**src/rtl/cic_pkg.sv**
```systemverilog
// Shared constants and helpers for the CIC decimator: default widths,
// stage count, decimation factor and the full-precision word type.
package cic_pkg;

   localparam int Win   = 16;
   localparam int Ncomb = 3;
   localparam int R     = 8;
   localparam int Ng    = Ncomb * $clog2(R);
   localparam int W     = Win + Ng;

   typedef logic signed [W-1:0] cic_word_t;

   // Phase counter width; R=1 still needs a one-bit counter to exist.
   function automatic int cnt_width(input int r);
      return (r > 1) ? $clog2(r) : 1;
   endfunction

endpackage

```
**src/rtl/cic_integ.sv**
```systemverilog
// Single integrator stage: a W-bit wrapping accumulator that adds its input
// on every enabled edge and clears on synchronous reset.
module cic_integ #(
   parameter int W = cic_pkg::W
) (
   input  logic                clk,
   input  logic                rst,
   input  logic                en,
   input  logic signed [W-1:0] add_in,
   output logic signed [W-1:0] acc_out
);
   import cic_pkg::*;

   logic signed [W-1:0] acc_d;
   logic signed [W-1:0] acc_q;

   // Next accumulator value: add on enable, otherwise hold; wraps modulo 2^W.
   always_comb begin
      acc_d = acc_q;
      if (en) begin
         acc_d = acc_q + add_in;
      end
   end

   // Accumulator register with synchronous clear.
   always_ff @(posedge clk) begin
      if (rst) begin
         acc_q <= '0;
      end else begin
         acc_q <= acc_d;
      end
   end

   assign acc_out = acc_q;

endmodule

```
**src/rtl/cic_int_dec.sv**
```systemverilog
// Integrator cascade plus decimator for the CIC decimation filter. Ncomb
// pipelined integrators run on every valid input; one of every R valid
// samples is latched into the output register with a one-cycle strobe.
module cic_int_dec #(
   parameter int Win   = cic_pkg::Win,
   parameter int Ncomb = cic_pkg::Ncomb,
   parameter int R     = cic_pkg::R,
   parameter int Ng    = Ncomb * $clog2(R)
) (
   input  logic                     clk,
   input  logic                     ic_rst,
   input  logic signed [Win-1:0]    id_data,
   input  logic                     ic_val_data,
   output logic signed [Win+Ng-1:0] od_data,
   output logic                     oc_val_data
);
   import cic_pkg::*;

   localparam int W    = Win + Ng;
   localparam int CntW = cnt_width(R);
   localparam logic [CntW-1:0] LastPhase = CntW'(R - 1);

   logic signed [W-1:0] stage_in  [Ncomb];
   logic signed [W-1:0] stage_acc [Ncomb];
   logic signed [W-1:0] last_next;

   logic [CntW-1:0]     cnt_d;
   logic [CntW-1:0]     cnt_q;
   logic signed [W-1:0] od_d;
   logic signed [W-1:0] od_q;
   logic                oc_d;
   logic                oc_q;

   // Stage inputs: first stage takes the sign-extended sample, later stages
   // take the previous stage's registered value, giving the pipelined cascade.
   always_comb begin
      stage_in[0] = W'(id_data);
      for (int i = 1; i < Ncomb; i++) begin
         stage_in[i] = stage_acc[i-1];
      end
   end

   genvar k;
   generate
      for (k = 0; k < Ncomb; k++) begin : g_stage
         cic_integ #(
            .W(W)
         ) u_integ (
            .clk    (clk),
            .rst    (ic_rst),
            .en     (ic_val_data),
            .add_in (stage_in[k]),
            .acc_out(stage_acc[k])
         );
      end
   endgenerate

   // Value the last integrator takes at this edge, so the output carries the
   // post-update sum without an extra cycle of latency.
   assign last_next = stage_acc[Ncomb-1] + stage_in[Ncomb-1];

   // Decimation phase: on the R-th valid sample latch the output and strobe.
   always_comb begin
      cnt_d = cnt_q;
      od_d  = od_q;
      oc_d  = 1'b0;
      if (ic_val_data) begin
         if (cnt_q == LastPhase) begin
            cnt_d = '0;
            od_d  = last_next;
            oc_d  = 1'b1;
         end else begin
            cnt_d = cnt_q + CntW'(1);
         end
      end
   end

   // Phase counter and output registers with synchronous clear.
   always_ff @(posedge clk) begin
      if (ic_rst) begin
         cnt_q <= '0;
         od_q  <= '0;
         oc_q  <= 1'b0;
      end else begin
         cnt_q <= cnt_d;
         od_q  <= od_d;
         oc_q  <= oc_d;
      end
   end

   assign od_data     = od_q;
   assign oc_val_data = oc_q;

endmodule
```
**config.mk**
```make
export PLATFORM = sky130hd
export DESIGN_NAME = cic_int_dec
export DESIGN_NICKNAME = d
export VERILOG_FILES = /design/src/rtl/cic_pkg.sv /design/src/rtl/cic_integ.sv /design/src/rtl/cic_int_dec.sv
export SDC_FILE = /design/constraint.sdc
export NUM_CORES = 1
export LEC_CHECK = 0
export CELL_PAD_IN_SITES_DETAIL_PLACEMENT = 0
export CELL_PAD_IN_SITES_GLOBAL_PLACEMENT = 1
export CORE_MARGIN = 4
export CORE_UTILIZATION = 40
export CTS_BUF_LIST = sky130_fd_sc_hd__clkbuf_8
export CTS_CLUSTER_DIAMETER = 60
export CTS_CLUSTER_SIZE = 25
export DETAILED_ROUTE_END_ITERATION = 7
export PLACE_DENSITY = 0.76
export SYNTH_ARGS = -nofsm -noshare
export SYNTH_HDL_FRONTEND = slang
export SYNTH_SLANG_ARGS = --single-unit
```
**constraint.sdc**
```tcl
create_clock -name clk -period 3.1 [get_ports clk]
set_clock_uncertainty 0.15 [all_clocks]
set_input_delay 0.62 -clock clk [delete_from_list [all_inputs] [get_ports clk]]
set_output_delay 0.62 -clock clk [all_outputs]
set_load 0.01 [all_outputs]
```
==> results.yml <==
critical_path:
  cpLargestDelayFamily: "compound AO/OA/AOI/OAI gates"
  critPathKind: "reg2reg"
  slowest_cell_on_the_critical_path: "sky130_fd_sc_hd__a311o_1"
  worst-path-max-fanout: 3
  cp_slowest_stage_delay_ns: 0.39
  timing.critical_path.buf_inv: 1
  timing.critical_path.arrival_ns: 3.13
  worstSetupEndpointType: "flop"
  timing.critical_path.cells: "buf_4, ha_1, fa_2, a21o_1, a311o_1, nand3_1, o211ai_1, o221ai_1, mux2i_1, xnor2_1, nor2_1"
  setup.worst_path.start_class: "flop"
  critPathRequiredTime_ns: 3.22
clocking:
  cts_tree: "done"
  cts-root-to-sink-buffers: 2
  holdBufCountCts: 0
  clock-sinks: 104
  cts_max_level: 3
  clock_latency_on_the_worst_skew_pair_ns: 0.40
  clock_tree.root_cell: "sky130_fd_sc_hd__clkbuf_8"
  clk_pin_slew_ns: 0.12
  tritoncts.num_buffers: 9
die:
  die_height_um: 144.1
  fp-row-count: 49
  start_util_pct: 40.94
  design.core.area_um2: 18090
  fp.dieArea_um2: 20750
  boundaryPins: 45
  dieWidth_um: 144.1
final_layout:
  layout.area.seq_um2: 2085
  leading_cell_types_in_the_layout_fill_and_taps_excluded: "sky130_fd_sc_hd__dfxtp_1 (102), sky130_fd_sc_hd__nand2_1 (97), sky130_fd_sc_hd__nor2_1 (89)"
  area.growth.synth_to_final_pct: 18.35
  drive_gt1_share_pct: 12.00
  multi_input_area_um2: 5166
  final_net_count: 1083
  num_antenna_cells: 0
  num-fill-cells: 1779
  layout.cells.most_common: "sky130_fd_sc_hd__dfxtp_1"
synth:
  ys_dominant_reg_cell: "sky130_fd_sc_hd__dfxtp_1"
  postSynthAreaPerCell_um2: 8.173
  synthesis.nets: 1002
  synth_area_um2: 7405
  yosysUniqueCellTypes: 69
  synth.yosys.seq_area_share_pct: 28.12
  ys_seq_elements: 104
  syn_inst: 906
  synth_async_sr_flop_share_pct: 0
  synth_enable_flop_cells: 0
  yosys_warnings: 0
global_routing:
  grt_start_max_net_pins: 115
  number_of_global_route_vias_before_repair: 6331
  antenna_found_initial: 0
  grt_first_pass_wirelength_um: 30800
  grt_use_total_pct: 18.03
  grt_overflow: 0
sta:
  drv_slew: 0
  slew_headroom_pct: 55.40
  report.final.setup_viol: 0
  clock.fmax_mhz: 332.4
  hold_viol_final: 0
  setup_ws_final_ns: 0.09112
  hold-worst-slack_ns: 0.3069
  finalCriticalPeriod_ns: 3.009
  min_period_over_period_pct: 97.06
  rsz_0062_raised_after_global_routing: "false"
  timing_worst_slew_pin_value_ns: 0.6650
place:
  gp_congestion: 0.8612
  io_buffer_count: 44
  place_worst_setup_slack_ns: -0.4264
  dp.final_hpwl_um: 13820
run:
  max_cap_viol_count: 0
pwr:
  power_leakage_nw: 3.917
  ir_drop_uv: 234.6
  power.density_cell_area_nw_per_um2: 441.4
route:
  initialDrtViolationCount: 319
  ant_nets: 0
  route.detailed.wl_per_inst_um: 15.12
  drcViolationCount: 0
  detailroute.via_count: 6700
  routed_via_density: 5.487
  totalWireLength_um: 18470
  drt_first_pass_iters: 4
worst_hold_path:
  type_of_the_worst_min_delay_path: "reg2reg"
status:
  outcome: "finished, final reports clean"
==> worst reg2reg max path, cell delays in order, from the launching register on <==
cell and delay, ns:
sky130_fd_sc_hd__dfxtp_2 0.36, sky130_fd_sc_hd__buf_4 0.13, sky130_fd_sc_hd__ha_1 0.22, sky130_fd_sc_hd__fa_2 0.36, sky130_fd_sc_hd__a21o_1 0.21, sky130_fd_sc_hd__a311o_1 0.39
sky130_fd_sc_hd__nand3_1 0.12, sky130_fd_sc_hd__o211ai_1 0.14, sky130_fd_sc_hd__o221ai_1 0.24, sky130_fd_sc_hd__mux2i_1 0.34, sky130_fd_sc_hd__xnor2_1 0.16, sky130_fd_sc_hd__nor2_1 0.06
==> final timing paths <==
path | slack (ns) | depth (start not counted) | to | start
worst max-delay path | 0.09 | 11 | g_stage[1].u_integ.acc_out[24]$_SDFFE_PP0P_ | g_stage[1].u_integ.acc_out[0]$_SDFFE_PP0P_
worst min-delay path | 0.31 | 2 | od_data[13]$_SDFFE_PP0P_ | od_data[13]$_SDFFE_PP0P_
worst max register to register | 0.09 | 11 | g_stage[1].u_integ.acc_out[24]$_SDFFE_PP0P_ | g_stage[1].u_integ.acc_out[0]$_SDFFE_PP0P_
worst min register to register | 0.31 | 2 | od_data[13]$_SDFFE_PP0P_ | od_data[13]$_SDFFE_PP0P_
==> routing by layer <==
| layer | vias to the layer above | wire length [um] | global-route usage, % |
|---|---|---|---|
| met3 | 22 | 457 | 3.439 |
| met5 | - | 0 | 0 |
| met4 | 0 | 331 | 4.163 |
| met2 | 75 | 8635 | 30.33 |
| li1 | 3515 | - | - |
| met1 | 3088 | 9041 | 24.01 |
==> power by group <==
group          switching (W)  leakage (nW)  internal, W  total, W
sequential          0.000122         0.849      0.00145   0.00158
clock               0.000516         0.102     0.000344  0.000861
combinational       0.000755          2.97     0.000675   0.00143
==> kinds of logic after synthesis <==
family / Yosys count / synth area share (%)
AO/OA/AOI/OAI: 270 / 24.60
multiplexers: 43 / 5.813
flip-flops: 104 / 28.12
buffers and inverters: 60 / 3.143
XOR/XNOR: 50 / 5.914
adder cells (fa/ha/maj): 77 / 13.32
AND/OR/NAND/NOR: 302 / 19.09
==> what timing repair did <==
item,CTS,global route
pin swaps,3,11
endpoints found under the setup margin,4,12
buffers inserted,0,3
gates resized for setup,7,13
==> flip-flops by register name (all words and copies together), names as in the netlist <==
register,cells
cnt_q,3
g_stage.u_integ.acc_out,75
od_data,25
oc_val_data,1
==> stage by stage <==
step           instances  utilization (%)  total power [W]  setup TNS [ns]  instance area [um2]
4_1_cts             1218            48.00         0.003897               0                 8681
6_report            1221            48.45         0.003868               0                 8763
2_1_floorplan        906                -         0.002591               0                 7405
3_3_place_gp        1202            46.83         0.003017          -2.872                 8469
3_5_place_dp        1202            46.83         0.003021          -3.304                 8469
5_1_grt             1221            48.45         0.004144               0                 8763
==> Yosys cell counts, types with 4 or more instances <==
library cell | number | area, um2
sky130_fd_sc_hd__nand2_1 | 97 | 364.1
sky130_fd_sc_hd__and2_1 | 8 | 50.05
sky130_fd_sc_hd__a2111oi_0 | 4 | 35.03
sky130_fd_sc_hd__o21a_1 | 9 | 67.56
sky130_fd_sc_hd__dfxtp_1 | 104 | 2082
sky130_fd_sc_hd__ha_1 | 74 | 925.9
sky130_fd_sc_hd__a211oi_1 | 20 | 150.1
sky130_fd_sc_hd__a31oi_1 | 6 | 37.54
sky130_fd_sc_hd__mux2i_1 | 43 | 430.4
sky130_fd_sc_hd__and3_1 | 9 | 56.30
sky130_fd_sc_hd__o31ai_1 | 5 | 37.54
sky130_fd_sc_hd__or4_1 | 6 | 45.04
sky130_fd_sc_hd__nand2b_1 | 6 | 37.54
sky130_fd_sc_hd__or3_1 | 9 | 56.30
sky130_fd_sc_hd__buf_1 | 9 | 33.78
sky130_fd_sc_hd__xnor2_1 | 36 | 315.3
sky130_fd_sc_hd__nor3_1 | 20 | 100.1
sky130_fd_sc_hd__a21o_1 | 27 | 202.7
sky130_fd_sc_hd__clkbuf_1 | 31 | 116.4
sky130_fd_sc_hd__nor4_1 | 7 | 43.79
sky130_fd_sc_hd__a211o_1 | 8 | 70.07
sky130_fd_sc_hd__nand4_1 | 5 | 31.28
sky130_fd_sc_hd__a311o_1 | 4 | 40.04
sky130_fd_sc_hd__a31o_2 | 4 | 35.03
sky130_fd_sc_hd__o311ai_0 | 4 | 35.03
sky130_fd_sc_hd__a21oi_1 | 78 | 390.4
sky130_fd_sc_hd__inv_1 | 15 | 56.30
sky130_fd_sc_hd__a32oi_1 | 4 | 35.03
sky130_fd_sc_hd__nor2_1 | 89 | 334.1
sky130_fd_sc_hd__o211ai_1 | 10 | 75.07
sky130_fd_sc_hd__nand3_1 | 26 | 130.1
sky130_fd_sc_hd__xor2_1 | 14 | 122.6
sky130_fd_sc_hd__o21ai_0 | 43 | 215.2
sky130_fd_sc_hd__o21bai_1 | 9 | 67.56
sky130_fd_sc_hd__nor2b_1 | 9 | 56.30
==> cell type report <==
| cell class | count | area share, % |
|---|---|---|
| clock buffers | 11 | 1.728 |
| clock inverters | 5 | 0.4426 |
| inverters | 16 | 0.6853 |
| multi-input cells | 742 | 58.95 |
| flip-flops and latches | 104 | 23.79 |
| well taps | 229 | 3.270 |
| repair buffers | 114 | 11.14 |
Power figures use the tool's default switching activity.
